## config.mk

```make
export PLATFORM = sky130hd
export DESIGN_NAME = layer_priority_sequencer
export DESIGN_NICKNAME = d
export VERILOG_FILES = /design/src/rtl/layer_priority_sequencer.sv
export SDC_FILE = /design/constraint.sdc
export NUM_CORES = 1
export LEC_CHECK = 0
export CORE_ASPECT_RATIO = 0.9
export CORE_UTILIZATION = 50
export CTS_CLUSTER_SIZE = 12
export DETAILED_ROUTE_END_ITERATION = 8
export DONT_BUFFER_PORTS = 1
export PLACE_DENSITY_LB_ADDON = 0.05
export SLEW_MARGIN = 30
export SYNTH_ARGS = -nofsm -noshare
export SYNTH_HDL_FRONTEND = slang
export SYNTH_SLANG_ARGS = --single-unit
```

## constraint.sdc

```tcl
create_clock -name Clk -period 3 [get_ports Clk]
set_clock_uncertainty 0.2 [all_clocks]
set_input_delay 0.45 -clock Clk [delete_from_list [all_inputs] [get_ports Clk]]
set_output_delay 0.45 -clock Clk [all_outputs]
set_load 0.005 [all_outputs]
```

## src/rtl/layer_priority_sequencer.sv

```systemverilog
// layer_priority_sequencer
// Per-pixel sprite-layer compositor feeding the 4-bit palette decoder.
// - Each pixel takes one palette index from the flame, copter, smoke or
//   background layer, chosen by a fixed priority.
// - A frame-synchronous crash sequencer (IDLE -> FLASH -> SMOKE -> DONE)
//   changes that priority, suppresses layers, or forces the flash colour.
// - Index 4'h0 on a sprite layer means transparent.
//
// Pixel strobe semantics:
// - The two-stage pipeline moves only on Clk edges where pixel_en is high.
// - While pixel_en is low, every pipeline register and both outputs hold.
// - A pixel presented with pixel_en high appears on pal_idx/pal_valid
//   exactly two strobes later.
// - The crash sequencer ignores pixel_en. It reacts only to frame_start
//   and restart.
// - crash_state is the sequencer state register itself, so the FSM can be
//   observed directly.

module layer_priority_sequencer #(
    parameter int FLASH_FRAMES = 8,
    parameter int SMOKE_FRAMES = 60
) (
    input  logic       Clk,
    input  logic       Reset_n,
    input  logic       pixel_en,
    input  logic       frame_start,
    input  logic       active_video,
    input  logic       copter_hit,
    input  logic       flame_hit,
    input  logic       smoke_hit,
    input  logic [3:0] copter_idx,
    input  logic [3:0] flame_idx,
    input  logic [3:0] smoke_idx,
    input  logic [3:0] bg_idx,
    input  logic       crash,
    input  logic       restart,
    output logic [3:0] pal_idx,
    output logic       pal_valid,
    output logic [1:0] crash_state
);

    typedef enum logic [1:0] {
        ST_IDLE  = 2'b00,
        ST_FLASH = 2'b01,
        ST_SMOKE = 2'b10,
        ST_DONE  = 2'b11
    } state_e;

    localparam logic [7:0] FLASH_LAST = 8'(FLASH_FRAMES - 1);
    localparam logic [7:0] SMOKE_LAST = 8'(SMOKE_FRAMES - 1);
    localparam logic [3:0] FLASH_COLOUR = 4'hF;

    state_e     state_q;
    logic [7:0] frame_cnt_q;
    logic       crash_pend_q;

    // Stage-1 copies of the layer inputs
    logic       s1_active_q;
    logic       s1_copter_hit_q;
    logic       s1_flame_hit_q;
    logic       s1_smoke_hit_q;
    logic [3:0] s1_copter_idx_q;
    logic [3:0] s1_flame_idx_q;
    logic [3:0] s1_smoke_idx_q;
    logic [3:0] s1_bg_idx_q;

    // Stage-2 output registers
    logic [3:0] pal_idx_q;
    logic       pal_valid_q;
    logic [3:0] pal_idx_d;
    logic       pal_valid_d;

    logic copter_ok;
    logic flame_ok;
    logic smoke_ok;

    // Crash sequencer.
    // - restart beats everything else in the same cycle.
    // - State moves only on frame_start (or restart).
    always_ff @(posedge Clk or negedge Reset_n) begin
        if (!Reset_n) begin
            state_q      <= ST_IDLE;
            frame_cnt_q  <= 8'd0;
            crash_pend_q <= 1'b0;
        end else if (restart) begin
            state_q      <= ST_IDLE;
            frame_cnt_q  <= 8'd0;
            crash_pend_q <= 1'b0;
        end else begin
            case (state_q)
                ST_IDLE: begin
                    if (frame_start && (crash_pend_q || crash)) begin
                        state_q      <= ST_FLASH;
                        frame_cnt_q  <= 8'd0;
                        crash_pend_q <= 1'b0;
                    end else if (crash) begin
                        crash_pend_q <= 1'b1;
                    end
                end
                ST_FLASH: begin
                    if (frame_start) begin
                        if (frame_cnt_q == FLASH_LAST) begin
                            state_q     <= ST_SMOKE;
                            frame_cnt_q <= 8'd0;
                        end else begin
                            frame_cnt_q <= frame_cnt_q + 8'd1;
                        end
                    end
                end
                ST_SMOKE: begin
                    if (frame_start) begin
                        if (frame_cnt_q == SMOKE_LAST) begin
                            state_q     <= ST_DONE;
                            frame_cnt_q <= 8'd0;
                        end else begin
                            frame_cnt_q <= frame_cnt_q + 8'd1;
                        end
                    end
                end
                default: begin
                    // DONE holds until restart
                    state_q <= ST_DONE;
                end
            endcase
        end
    end

    // Stage 1: capture the layer inputs on each pixel strobe
    always_ff @(posedge Clk or negedge Reset_n) begin
        if (!Reset_n) begin
            s1_active_q     <= 1'b0;
            s1_copter_hit_q <= 1'b0;
            s1_flame_hit_q  <= 1'b0;
            s1_smoke_hit_q  <= 1'b0;
            s1_copter_idx_q <= 4'h0;
            s1_flame_idx_q  <= 4'h0;
            s1_smoke_idx_q  <= 4'h0;
            s1_bg_idx_q     <= 4'h0;
        end else if (pixel_en) begin
            s1_active_q     <= active_video;
            s1_copter_hit_q <= copter_hit;
            s1_flame_hit_q  <= flame_hit;
            s1_smoke_hit_q  <= smoke_hit;
            s1_copter_idx_q <= copter_idx;
            s1_flame_idx_q  <= flame_idx;
            s1_smoke_idx_q  <= smoke_idx;
            s1_bg_idx_q     <= bg_idx;
        end
    end

    // Eligibility: a sprite layer counts only if it covers the pixel and is not transparent
    assign copter_ok = s1_copter_hit_q && (s1_copter_idx_q != 4'h0);
    assign flame_ok  = s1_flame_hit_q  && (s1_flame_idx_q  != 4'h0);
    assign smoke_ok  = s1_smoke_hit_q  && (s1_smoke_idx_q  != 4'h0);

    // Priority select for the stage-1 pixel under the current crash state
    always_comb begin
        pal_idx_d   = 4'h0;
        pal_valid_d = 1'b0;
        if (s1_active_q) begin
            pal_valid_d = 1'b1;
            case (state_q)
                ST_FLASH: begin
                    if (!frame_cnt_q[0]) begin
                        pal_idx_d = FLASH_COLOUR;
                    end else if (flame_ok) begin
                        pal_idx_d = s1_flame_idx_q;
                    end else if (copter_ok) begin
                        pal_idx_d = s1_copter_idx_q;
                    end else if (smoke_ok) begin
                        pal_idx_d = s1_smoke_idx_q;
                    end else begin
                        pal_idx_d = s1_bg_idx_q;
                    end
                end
                ST_SMOKE: begin
                    if (smoke_ok) begin
                        pal_idx_d = s1_smoke_idx_q;
                    end else if (flame_ok) begin
                        pal_idx_d = s1_flame_idx_q;
                    end else begin
                        pal_idx_d = s1_bg_idx_q;
                    end
                end
                ST_DONE: begin
                    pal_idx_d = s1_bg_idx_q;
                end
                default: begin
                    if (flame_ok) begin
                        pal_idx_d = s1_flame_idx_q;
                    end else if (copter_ok) begin
                        pal_idx_d = s1_copter_idx_q;
                    end else if (smoke_ok) begin
                        pal_idx_d = s1_smoke_idx_q;
                    end else begin
                        pal_idx_d = s1_bg_idx_q;
                    end
                end
            endcase
        end
    end

    // Stage 2: register the selected index on each pixel strobe
    always_ff @(posedge Clk or negedge Reset_n) begin
        if (!Reset_n) begin
            pal_idx_q   <= 4'h0;
            pal_valid_q <= 1'b0;
        end else if (pixel_en) begin
            pal_idx_q   <= pal_idx_d;
            pal_valid_q <= pal_valid_d;
        end
    end

    assign pal_idx     = pal_idx_q;
    assign pal_valid   = pal_valid_q;
    assign crash_state = state_q;

endmodule

```

-- Word-level counts from Yosys, hierarchy flattened
Cells that the tools add are included.
- bits in registers: 36
- bits of input ports: 26
- add/sub/neg operators: 1
- equal/unequal tests: 10
- multiplexer cells: 27
- reduce and logical (&&, ||, !) cells: 15
- operators with widths (operator ; count):
    8-bit two-way mux ; 6
    4-bit two-way mux ; 7
    8-bit one-hot mux with 3 select lines ; 1
    4-bit nonzero test ; 4
    3-bit inequality test (second input constant) ; 5
    2-bit two-way mux ; 6
    4-bit one-hot mux with 3 select lines ; 1
    8-bit by 1-bit adder with 8-bit output (second input constant) ; 1
    8-bit by 3-bit equality test with 1-bit output (second input constant) ; 1
    8-bit by 6-bit equality test with 1-bit output (second input constant) ; 1
    2-bit one-hot mux with 3 select lines ; 1
    1-bit two-way mux ; 5
    5-bit AND reduction ; 1
    2-bit equality test (second input constant) ; 2
    1-bit logical AND ; 4
    4-bit AND reduction ; 1
    3-bit nonzero test ; 1
    2-bit by 1-bit equality test with 1-bit output (second input constant) ; 1
    2-bit logical NOT ; 1
    2-bit AND reduction ; 1
    2-bit nonzero test ; 1
    1-bit logical OR ; 1

-- Logic depth before layout (Yosys ltp)
Gate-level depths: netlist of the first run.
- depth in word-level cells: 8
- gate-level depth with buffers: 8
- gate-level depth less buffers: 6

-- Worst setup path after synthesis of the first run
OpenSTA, ideal clock, no wires.
- path type: reg-to-reg
- start point: register state_q[0], in the netlist crash_state[0]
- end point: register frame_cnt_q[5]
- arrival time: 1.856 ns
- required time: 2.720 ns
- path slack: 0.863 ns
- cell stages (with the launch flop): 9
- period minus slack after synthesis: 2.137 ns
- cells stage by stage: dfrtp_1 > inv_1 > ha_1 > buf_6 > nor4b_1 > or3_1 > buf_6 > or3_1 > o211ai_2
- cells in the longest elaborated chain, start to end: 3
- ends and longest elaborated chain (item ; RTL line ; RTL):
    from (decl) ; 53 ; state_e state_q;
    from (signal assigned) ; 82 ; state_q <= ST_IDLE;
    from (signal assigned) ; 86 ; state_q <= ST_IDLE;
    from (signal assigned) ; 93 ; state_q <= ST_FLASH;
    2-bit by 1-bit equality test with 1-bit output (tied with other cells) ; 90 ; case (state_q)
    3-bit inequality test (no line) (tied with other cells) ; n/a ;
    4-bit AND reduction (no line) or 8-bit two-way mux (tied branches) ; n/a ;
    to (signal assigned) ; 106 ; frame_cnt_q <= frame_cnt_q + 8'd1;
    to (signal assigned) ; 116 ; frame_cnt_q <= frame_cnt_q + 8'd1;
    to (decl) ; 54 ; logic [7:0] frame_cnt_q;
Parallel ways exist; a longest one is shown, timed or not.
A chain may end at the register's enable or synchronous reset.

-- Worst setup path after layout of the first run
- start point: register frame_cnt_q[0]
- end point: register state_q[1], in the netlist crash_state[1]
- cells in the longest elaborated chain, start to end: 3
- ends and longest elaborated chain (item ; RTL line ; RTL):
    8-bit by 6-bit equality test with 1-bit output or 8-bit by 3-bit equality test with 1-bit output (tied branches) ; 112, 102 ;
    3-bit inequality test (no line) ; n/a ;
    5-bit AND reduction (no line) * ; n/a ;
    to (signal assigned) ; 103 ; state_q <= ST_SMOKE;
    to (signal assigned) ; 113 ; state_q <= ST_DONE;
    to (signal assigned) ; 122 ; state_q <= ST_DONE;
Mark *: on every way between the ends. The rest lies on a longest branch, timed or not.

==> run_results.csv, run 1 <==
group,metric,value,unit
timing,rsz0062_at_grt,"false",
layout,final_layout_size_suffix_gt1_share,20.3,%
die,boundaryPins,33,
synth,synth_compound_area_share,19.8,%
clocking,post_cts_resized,0,
routing,dr.pass1.iters,4,
timing,slew_headroom,48.1,%
synth,yosys.area_share.simple,16.2,%
timing,fin_worst_hold_slack,0.0266,ns
routing,vias,1588,
die,core,0.00381,sq mm
clocking,cts_buffers,5,
critical_path,worstPathArrival,2.35,ns
global_route,track_usage,20.4,%
global_route,grt_pass1_wl,7.06,mm
clocking,ctsRootBufferMaster,"clkbuf_8",
run,cap_violations,0,
synth,yosysUniqueCellTypes,46,
synth,yosysTopAreaCellShare,44.1,%
placed_design,gp_congestion,0.967,
global_route,grt_pass1_vias,1449,
layout,num-fill-cells,332,
synth,synth_flop_cell,"dfrtp_1",
die,dieArea,0.00435,sq mm
synth,avgSynthCellArea,10.4,sq um
clocking,htreeDepth,2,
die,die-width,69.4,microns
critical_path,cp_max_fo,7,
synth,yosysTopAreaCell,"dfrtp_1",
worst_hold_path,worstHoldPathType,"input port to flop",
critical_path,worstSetupEndpointType,"flop",
clocking,clk_latency,0.28,ns
global_route,overflow,0,
synth,synthAdderAreaFrac,3.06,%
synth,netlist_area,0.00204,sq mm
placed_design,io_buffers,0,
synth,synthMuxAreaShare,12.7,%
clocking,tritoncts,"built",
power,power_density,684,mW/mm^2
critical_path,worstSetupPathType,"flop to flop",
clocking,clkTransAtPathRegs,0.07,ns
critical_path,required,2.96,ns
layout,utilization,57.6,%
synth,syn-num-nets,228,
routing,detail_route.wl_per_cell,17.5,microns
routing,ant_nets,0,
layout,syn_to_final_growth,7.41,%
synth,synth_cells,197,
synth,synth.area.top_cells,"dfrtp_1 (44%), mux2_2 (13%), nand2_1 (3.5%)",
layout,n_antenna_cell,0,
timing,hold_viol_final,0,
routing,drc,0,
power,p_leak,0.891,nW
die,die_h,62.6,microns
timing,setup_violations,0,
clocking,cts_buffer_depth,2,
global_route,antenna_found_initial,0,
timing,tns,0,ns
timing,finalCritPeriodShare,79.8,%
timing,worst_pin_slew,0.773,ns
synth,ys_ff_latch,36,
critical_path,startpoint_type,"flop",
clocking,clock_sinks,36,
timing,maxSlewViolCount,0,
synth,synth_top_family_by_area,"compound AO/OA/AOI/OAI gates",
die,start_util,53.6,%
clocking,cts_hold_buf,2,
routing,viasPerCell,6.53,
timing,fmaxAchievable,0.418,GHz
synth,yosysSeqAreaShare,44.1,%
die,fp-row-count,21,
synth,synth-edff-count,0,
layout,layout.nets,227,
clocking,post-cts-setup-buffers,0,
global_route,grt_max_degree,37,
synth,synth_xor_xnor_area_share,0,%
placed_design,dp_hpwl,3.09,mm
synth,synthArstFlopShare,100,%
synth,yosys_warnings,0,
status,outcome,"complete, no violations",
power,peakVddDrop,0.469,mV
timing,layout_min_cycle_time,2.39,ns
routing,drt_iter0_markers,113,
routing,routed_wl,4.26,mm
[cell type report]
cell class	count	area (sq um)	area share, %
multi-input combinational	145	1060	48.2
sequential	36	901	41.0
clock buffer	7	96.3	4.39
tap	46	57.6	2.62
clock inverter	1	30.0	1.37
timing repair buffer	2	30.0	1.37
inverter	6	22.5	1.03
[cell usage after synthesis, drive strengths merged, types with 5 or more instances]
master and instances:
o21ai 10, nor2 12, mux2 23, dfrtp 36, nand3 7, ha 5
clkbuf 6, a31oi 5, nand2 19, nor3 5, a21oi 6, inv 6
[cell usage in the layout (no fill, tap or decap), types with 2 or more instances in the layout]
cell | netlist | layout
nand2_1 | 19 | 19
o211ai_1 | 3 | 3
a22oi_1 | 3 | 3
mux2_2 | 23 | 23
nor2_1 | 12 | 12
clkbuf_8 | 0 | 7
o31ai_1 | 3 | 3
ha_1 | 5 | 5
inv_1 | 6 | 6
a211o_1 | 3 | 3
a41oi_1 | 2 | 2
nor3_1 | 5 | 5
nor4_1 | 2 | 2
o2111ai_1 | 3 | 3
o41ai_2 | 2 | 2
nand3_1 | 7 | 7
dfrtp_1 | 36 | 36
a211oi_1 | 4 | 4
nand4_1 | 3 | 3
nor2b_1 | 4 | 4
or3_1 | 2 | 2
a31oi_1 | 5 | 5
o21ai_0 | 9 | 9
a21oi_1 | 5 | 5
a221o_1 | 3 | 3
[stage by stage]
step           instances  area [sq um]  total power, W  setup slack, ns
2_1_floorplan        197          2040        0.000973            0.863
6_report             243          2190         0.00150            0.607
3_3_place_gp         233          2040         0.00102            0.707
4_1_cts              243          2190         0.00151            0.621
5_1_grt              243          2190         0.00160            0.460
3_5_place_dp         233          2040         0.00103            0.642
[power breakdown]
group	switching (W)	internal, W
logic	0.000241	0.000174
clock network	0.000165	0.000293
registers	0.0000779	0.000550
total	0.000484	0.00102
[cell families after synthesis]
group | after synthesis
and+or+nand+nor | 64
AOI/OAI and AO/OA | 53
DFF | 36
buffers and inverters | 16
muxes | 23
adders and majority gates | 5
[critical path, cell delays in order (launching register included)]
cell and delay (ns):
dfrtp_1 0.44, ha_1 0.24, nor3b_2 0.25, a41oi_1 0.35, nor3_1 0.42, mux2_2 0.38
[routing by layer]
metal	GRT usage, %	vias up	routed length (microns)
li1	-	748	-
met1	30.3	784	2040
met2	29.5	54	1900
met3	5.48	2	295
met4	5.36	0	18
met5	0	-	0
[path summary, 6_finish.rpt]
check                                startpoint  cells past startpoint            endpoint  slack [ns]
worst max-delay path             frame_cnt_q[0]                      5      crash_state[1]        0.61
worst min-delay path                    restart                      1        crash_pend_q        0.03
worst max register to register   frame_cnt_q[0]                      5      crash_state[1]        0.61
worst min register to register  s1_copter_hit_q                      1     s1_copter_hit_q        0.34
max in group asynchronous               Reset_n                      2  s1_copter_idx_q[1]        1.99
min in group asynchronous               Reset_n                      2     s1_copter_hit_q        0.42
[sequential cells by signal, indices dropped and copies added, names as in the netlist, 2 cells and up]
name	count
s1_copter_idx_q	4
s1_bg_idx_q	4
s1_flame_idx_q	4
frame_cnt_q	8
s1_smoke_idx_q	4
crash_state	2
pal_idx	4
No activity file was read; power rests on OpenSTA's default activity.
==> run 2, diff against run 1 <==
==> constraint.sdc (replaced) <==
create_clock -name Clk -period 2.1 [get_ports Clk]
set_clock_uncertainty 0.2 [all_clocks]
set_input_delay 0.315 -clock Clk [delete_from_list [all_inputs] [get_ports Clk]]
set_output_delay 0.315 -clock Clk [all_outputs]
set_load 0.005 [all_outputs]
==> run_results.csv, run 2 (synthesis gave the netlist of run 1 again) <==
group,metric,value,unit
status,outcome,"complete, no violations",
die,boundaryPins,33,
timing,setup_ws,0.0586,ns
global_route,grt_pass1_vias,1766,
global_route,track_usage,24.6,%
routing,viasPerCell,5.89,
timing,maxSlewViolCount,0,
layout,final_area,0.00268,sq mm
layout,utilization,70.3,%
layout,layout.nets,280,
routing,drc,0,
power,seqPwrFrac,40.5,%
power,power_frac_comb,37.7,%
placed_design,io_buffers,0,
placed_design,dp_hpwl,3.06,mm
timing,fmaxAchievable,0.490,GHz
critical_path,startpoint_type,"flop",
layout,multiInputGateArea,0.00109,sq mm
layout,final_common_cell,"dlygate4sd3_1",
clocking,htreeDepth,2,
worst_hold_path,min_from,"restart",
clocking,cts_buffers,5,
die,core,0.00381,sq mm
power,power_density,819,mW/mm^2
placed_design,dp_slack,-0.0100,ns
timing,hold_viol_final,0,
power,p_total,0.00220,W
layout,largest_reg_flops,8,
critical_path,worstSetupEndpointType,"flop",
timing,layout_min_cycle_time,2.04,ns
global_route,grt_pass1_wl,8.51,mm
clocking,clock_sinks,36,
timing,worst_pin_slew,0.462,ns
routing,drt_iter0_markers,118,
power,pwr-share-clk,21.8,%
run,cap_violations,0,
power,power.switching,0.000740,W
layout,syn_to_final_growth,31.2,%
layout,final_layout_size_suffix_gt1_share,24.0,%
worst_hold_path,worstHoldPathType,"input port to flop",
power,peakVddDrop,0.741,mV
timing,slew_headroom,68.9,%
layout,final_cell_mix,"dlygate4sd3_1 (40), dfrtp_1 (35), mux2_2 (23)",
layout,n_antenna_cell,0,
power,p_leak,1.10,nW
power,p_int,0.00146,W
power,p_sw_share,33.7,%
layout,largest_register,"frame_cnt_q",
die,fp-row-count,21,
routing,vias,1742,
timing,setup_violations,0,
clocking,clk_latency,0.28,ns
layout,seq_area,902,sq um
critical_path,worstSetupPathType,"flop to flop",
clocking,cts_buffer_depth,2,
die,start_util,53.6,%
routing,detail_route.wl_per_cell,16.3,microns
critical_path,worstPathArrival,2.01,ns
die,die_h,62.6,microns
global_route,antenna_found_initial,0,
global_route,grt_max_degree,37,
die,dieArea,0.00435,sq mm
clocking,post-cts-setup-buffers,0,
die,die-width,69.4,microns
clocking,tritoncts,"built",
timing,finalCritPeriodShare,97.2,%
global_route,overflow,0,
critical_path,cp_max_fo,6,
timing,fin_worst_hold_slack,0.0770,ns
placed_design,gp_congestion,0.888,
routing,routed_wl,4.83,mm
timing,rsz0062_at_grt,"true",
clocking,ctsRootBufferMaster,"clkbuf_8",
routing,ant_nets,0,
clocking,clkTransAtPathRegs,0.07,ns
critical_path,startpoint,"crash_state[1]",
layout,num-fill-cells,287,
routing,dr.pass1.iters,4,
placed_design,placed_cell_area,0.00215,sq mm
critical_path,required,2.06,ns
critical_path,r2r_start,"crash_state[1]",
## run 2: cell types whose count changed in the layout (fill, tap and decap cells not counted), moves of 2 or more
cell           before  now
buf_4               0   14
clkbuf_1            0    2
clkbuf_8            7    5
dlygate4sd3_1       1   40
ha_1                5    3
ha_2                0    2
## run 2: per-layer routing
layer	up-vias	GRT usage, %	part of all wire, %
met5	-	0	0
met2	63	36.7	45
met1	824	36.8	48
met4	0	4.85	0.54
met3	4	5.48	5.8
li1	851	-	-
## run 2: area by class of cell
cell class | count | area share [%]
Inverter | 6 | 0.840
Clock buffer | 7 | 2.85
Tap cell | 46 | 2.15
Clock inverter | 1 | 0.327
Multi-Input combinational cell | 145 | 40.6
Timing Repair Buffer | 55 | 19.6
Sequential cell | 36 | 33.7
## run 2: power groups by stage
stage / Combinational (W) / Clock [W] / Sequential, W
after global routing: 0.000909 / 0.000535 / 0.000902
after detailed placement: 0.000685 / 0 / 0.000897
after floorplan: 0.000522 / 0 / 0.000874
after global placement: 0.000676 / 0 / 0.000894
after CTS: 0.000799 / 0.000492 / 0.000883
final: 0.000828 / 0.000479 / 0.000890
## run 2: final timing paths
kind	to	slack, ns	cells past startpoint
min in group asynchronous	s1_copter_idx_q[0]	0.29	2
setup reg to reg	pal_idx[1]	0.06	6
hold / removal	crash_state[0]	0.08	2
max in group asynchronous	crash_state[0]	1.21	2
setup / recovery	pal_idx[1]	0.06	6
hold reg to reg	pal_valid	0.34	1
## run 2: worst max-delay path: stages, from the launching register on
cell and delay, ns:
dfrtp_1 0.40, inv_1 0.11, ha_2 0.25, nand3b_1 0.14, and4bb_2 0.27, a221o_1 0.29
a211o_1 0.27
## run 2: through the flow
stage / TNS (ns) / cells
6_report: 0 / 296
5_1_grt: -0.0917 / 296
4_1_cts: 0 / 296
3_5_place_dp: -0.0176 / 247
3_3_place_gp: 0 / 247
2_1_floorplan: 0 / 197
## run 2: repair_timing
action                                 CTS  global route
endpoints found under the hold margin   58             0
pin swaps                                0             1
resized for setup                        1             5
setup endpoints to repair                2            11
hold buffers                            41             0
==> run 3, diff against run 2 <==
--- a/config.mk
+++ b/config.mk
@@ -6,6 +6,7 @@
 export NUM_CORES = 1
 export LEC_CHECK = 0
 export CORE_ASPECT_RATIO = 0.9
+export CORE_MARGIN = 3
 export CORE_UTILIZATION = 50
 export CTS_CLUSTER_SIZE = 12
 export DETAILED_ROUTE_END_ITERATION = 8
==> run_results.csv, run 3 (synthesis gave the netlist of run 1 again) <==
group,metric,value,unit
status,outcome,"complete, no violations",
layout,syn_to_final_growth,32.5,%
power,p_leak,1.10,nW
timing,worst_pin_slew,0.490,ns
critical_path,startpoint_type,"flop",
die,die-width,73.4,microns
global_route,antenna_found_initial,0,
global_route,overflow,0,
routing,vias,1771,
critical_path,slowest_delay,0.44,ns
clocking,clk_latency,0.28,ns
run,cap_violations,0,
layout,layout.nets,279,
die,dieArea,0.00489,sq mm
critical_path,worstSetupPathType,"flop to flop",
power,peakVddDrop,0.602,mV
critical_path,worst_r2r_path_depth,6,
placed_design,io_buffers,0,
layout,num-fill-cells,294,
critical_path,required,2.08,ns
layout,seq_area,901,sq um
critical_path,r2r_setup_slack,0.08,ns
global_route,grt_pass1_vias,1742,
clocking,tritoncts,"built",
die,core,0.00384,sq mm
die,boundaryPins,33,
routing,viasPerCell,6.00,
layout,final_cell_mix,"dlygate4sd3_1 (39), dfrtp_1 (36), mux2_2 (23)",
worst_hold_path,worstHoldPathType,"input port to flop",
critical_path,worstSetupEndpointType,"flop",
critical_path,reg2reg_to,"pal_idx[1]",
die,die_h,66.6,microns
placed_design,dp_hpwl,3.30,mm
global_route,grt_max_degree,37,
routing,detail_route.wl_per_cell,16.9,microns
timing,layout_min_cycle_time,2.02,ns
die,start_util,53.3,%
layout,largest_reg_flops,8,
global_route,track_usage,22.4,%
routing,drc,0,
timing,fin_worst_hold_slack,0.0798,ns
critical_path,cp_max_fo,9,
clocking,clkTransAtPathRegs,0.07,ns
critical_path,crit_path_top_delay_cell,"dfrtp_1",
placed_design,dp_slack,-0.0162,ns
clocking,htreeDepth,2,
layout,final_layout_size_suffix_gt1_share,24.9,%
global_route,met1_usage,32.2,%
routing,ant_nets,0,
routing,drt_iter0_markers,130,
critical_path,worstPathArrival,2.00,ns
critical_path,r2r_start,"crash_state[0]",
routing,dr.pass1.iters,4,
timing,maxSlewViolCount,0,
layout,largest_register,"frame_cnt_q",
critical_path,path_cells,"inv_2, ha_4, nand3b_1, and4bb_2, a221o_1, a211o_1",
global_route,grt_pass1_wl,8.39,mm
clocking,ctsRootBufferMaster,"clkbuf_8",
layout,final_common_cell,"dlygate4sd3_1",
layout,multiInputGateArea,0.00112,sq mm
global_route,grt_busiest_layer,"met2",
layout,n_antenna_cell,0,
timing,fmaxAchievable,0.494,GHz
die,fp-row-count,21,
clocking,cts_buffer_depth,2,
timing,hold_viol_final,0,
timing,rsz0062_at_grt,"false",
routing,routed_wl,5.00,mm
power,power_density,846,mW/mm^2
timing,tns,0,ns
clocking,cts_buffers,5,
timing,setup_ws,0.0761,ns
worst_hold_path,min_path_cells,2,
timing,slew_headroom,66.9,%
global_route,met3_usage,5.43,%
worst_hold_path,whs_endpoint,"crash_state[0]",
worst_hold_path,min_from,"restart",
timing,finalCritPeriodShare,96.4,%
timing,setup_violations,0,
global_route,met2_usage,33.4,%
clocking,clock_sinks,36,
placed_design,gp_congestion,0.934,
==> run 3: layer usage <==
layer / share of wire [%] / wire, microns
met1: 48 / 2420
met5: 0 / 0
met3: 6.5 / 327
met2: 44 / 2220
met4: 0.66 / 33
==> run 3: how the worst max path moves through the flow <==
stage	startpoint	to	slack (ns)	depth (start not counted)
finish	crash_state[0]	pal_idx[1]	0.08	6
global placement	frame_cnt_q[1]	crash_state[1]	0.09	5
floorplan	crash_state[1]	frame_cnt_q[5]	0.001	8
detailed placement	frame_cnt_q[1]	crash_state[1]	-0.02	5
global route	crash_state[0]	pal_idx[1]	0.006	6
CTS	crash_state[1]	frame_cnt_q[2]	0.02	7
==> run 3: metrics by stage <==
stage               total power (W)  cells  util [%]  cell area [sq um]
floorplan                   0.00140    197         -               2050
global placement            0.00158    247      55.9               2150
detailed placement          0.00160    247      55.9               2150
CTS                         0.00223    295      69.2               2660
global route                0.00244    295      70.5               2710
finish                      0.00229    295      70.5               2710
==> run 3: critical path, delay by kind of cell, from the launching register on <==
family / cells / cell delay [ns]
buf+inv: 1 / 0.13
flops: 1 / 0.44
fa+ha+maj: 1 / 0.20
compound gates: 2 / 0.55
simple gates: 2 / 0.41
==> run 3: power breakdown <==
group | internal [W] | switching (W)
registers | 0.000785 | 0.000102
logic | 0.000458 | 0.000431
clock network | 0.000267 | 0.000246
total | 0.00151 | 0.000780
==> run 3: layout make-up <==
class | count | area share [%]
tap | 46 | 2.13
timing repair buffer | 54 | 19.0
multi-input combinational | 145 | 41.2
clock buffer | 7 | 3.19
clock inverter | 1 | 0.277
sequential | 36 | 33.3
inverter | 6 | 0.832
==> run 3: what timing repair did <==
action / CTS / global route
gates resized for setup: 1 / 9
setup buffers: 0 / 0
hold buffers: 40 / 0
pin swaps: 0 / 1
hold endpoints to repair: 58 / 0
endpoints found under the setup margin: 2 / 13
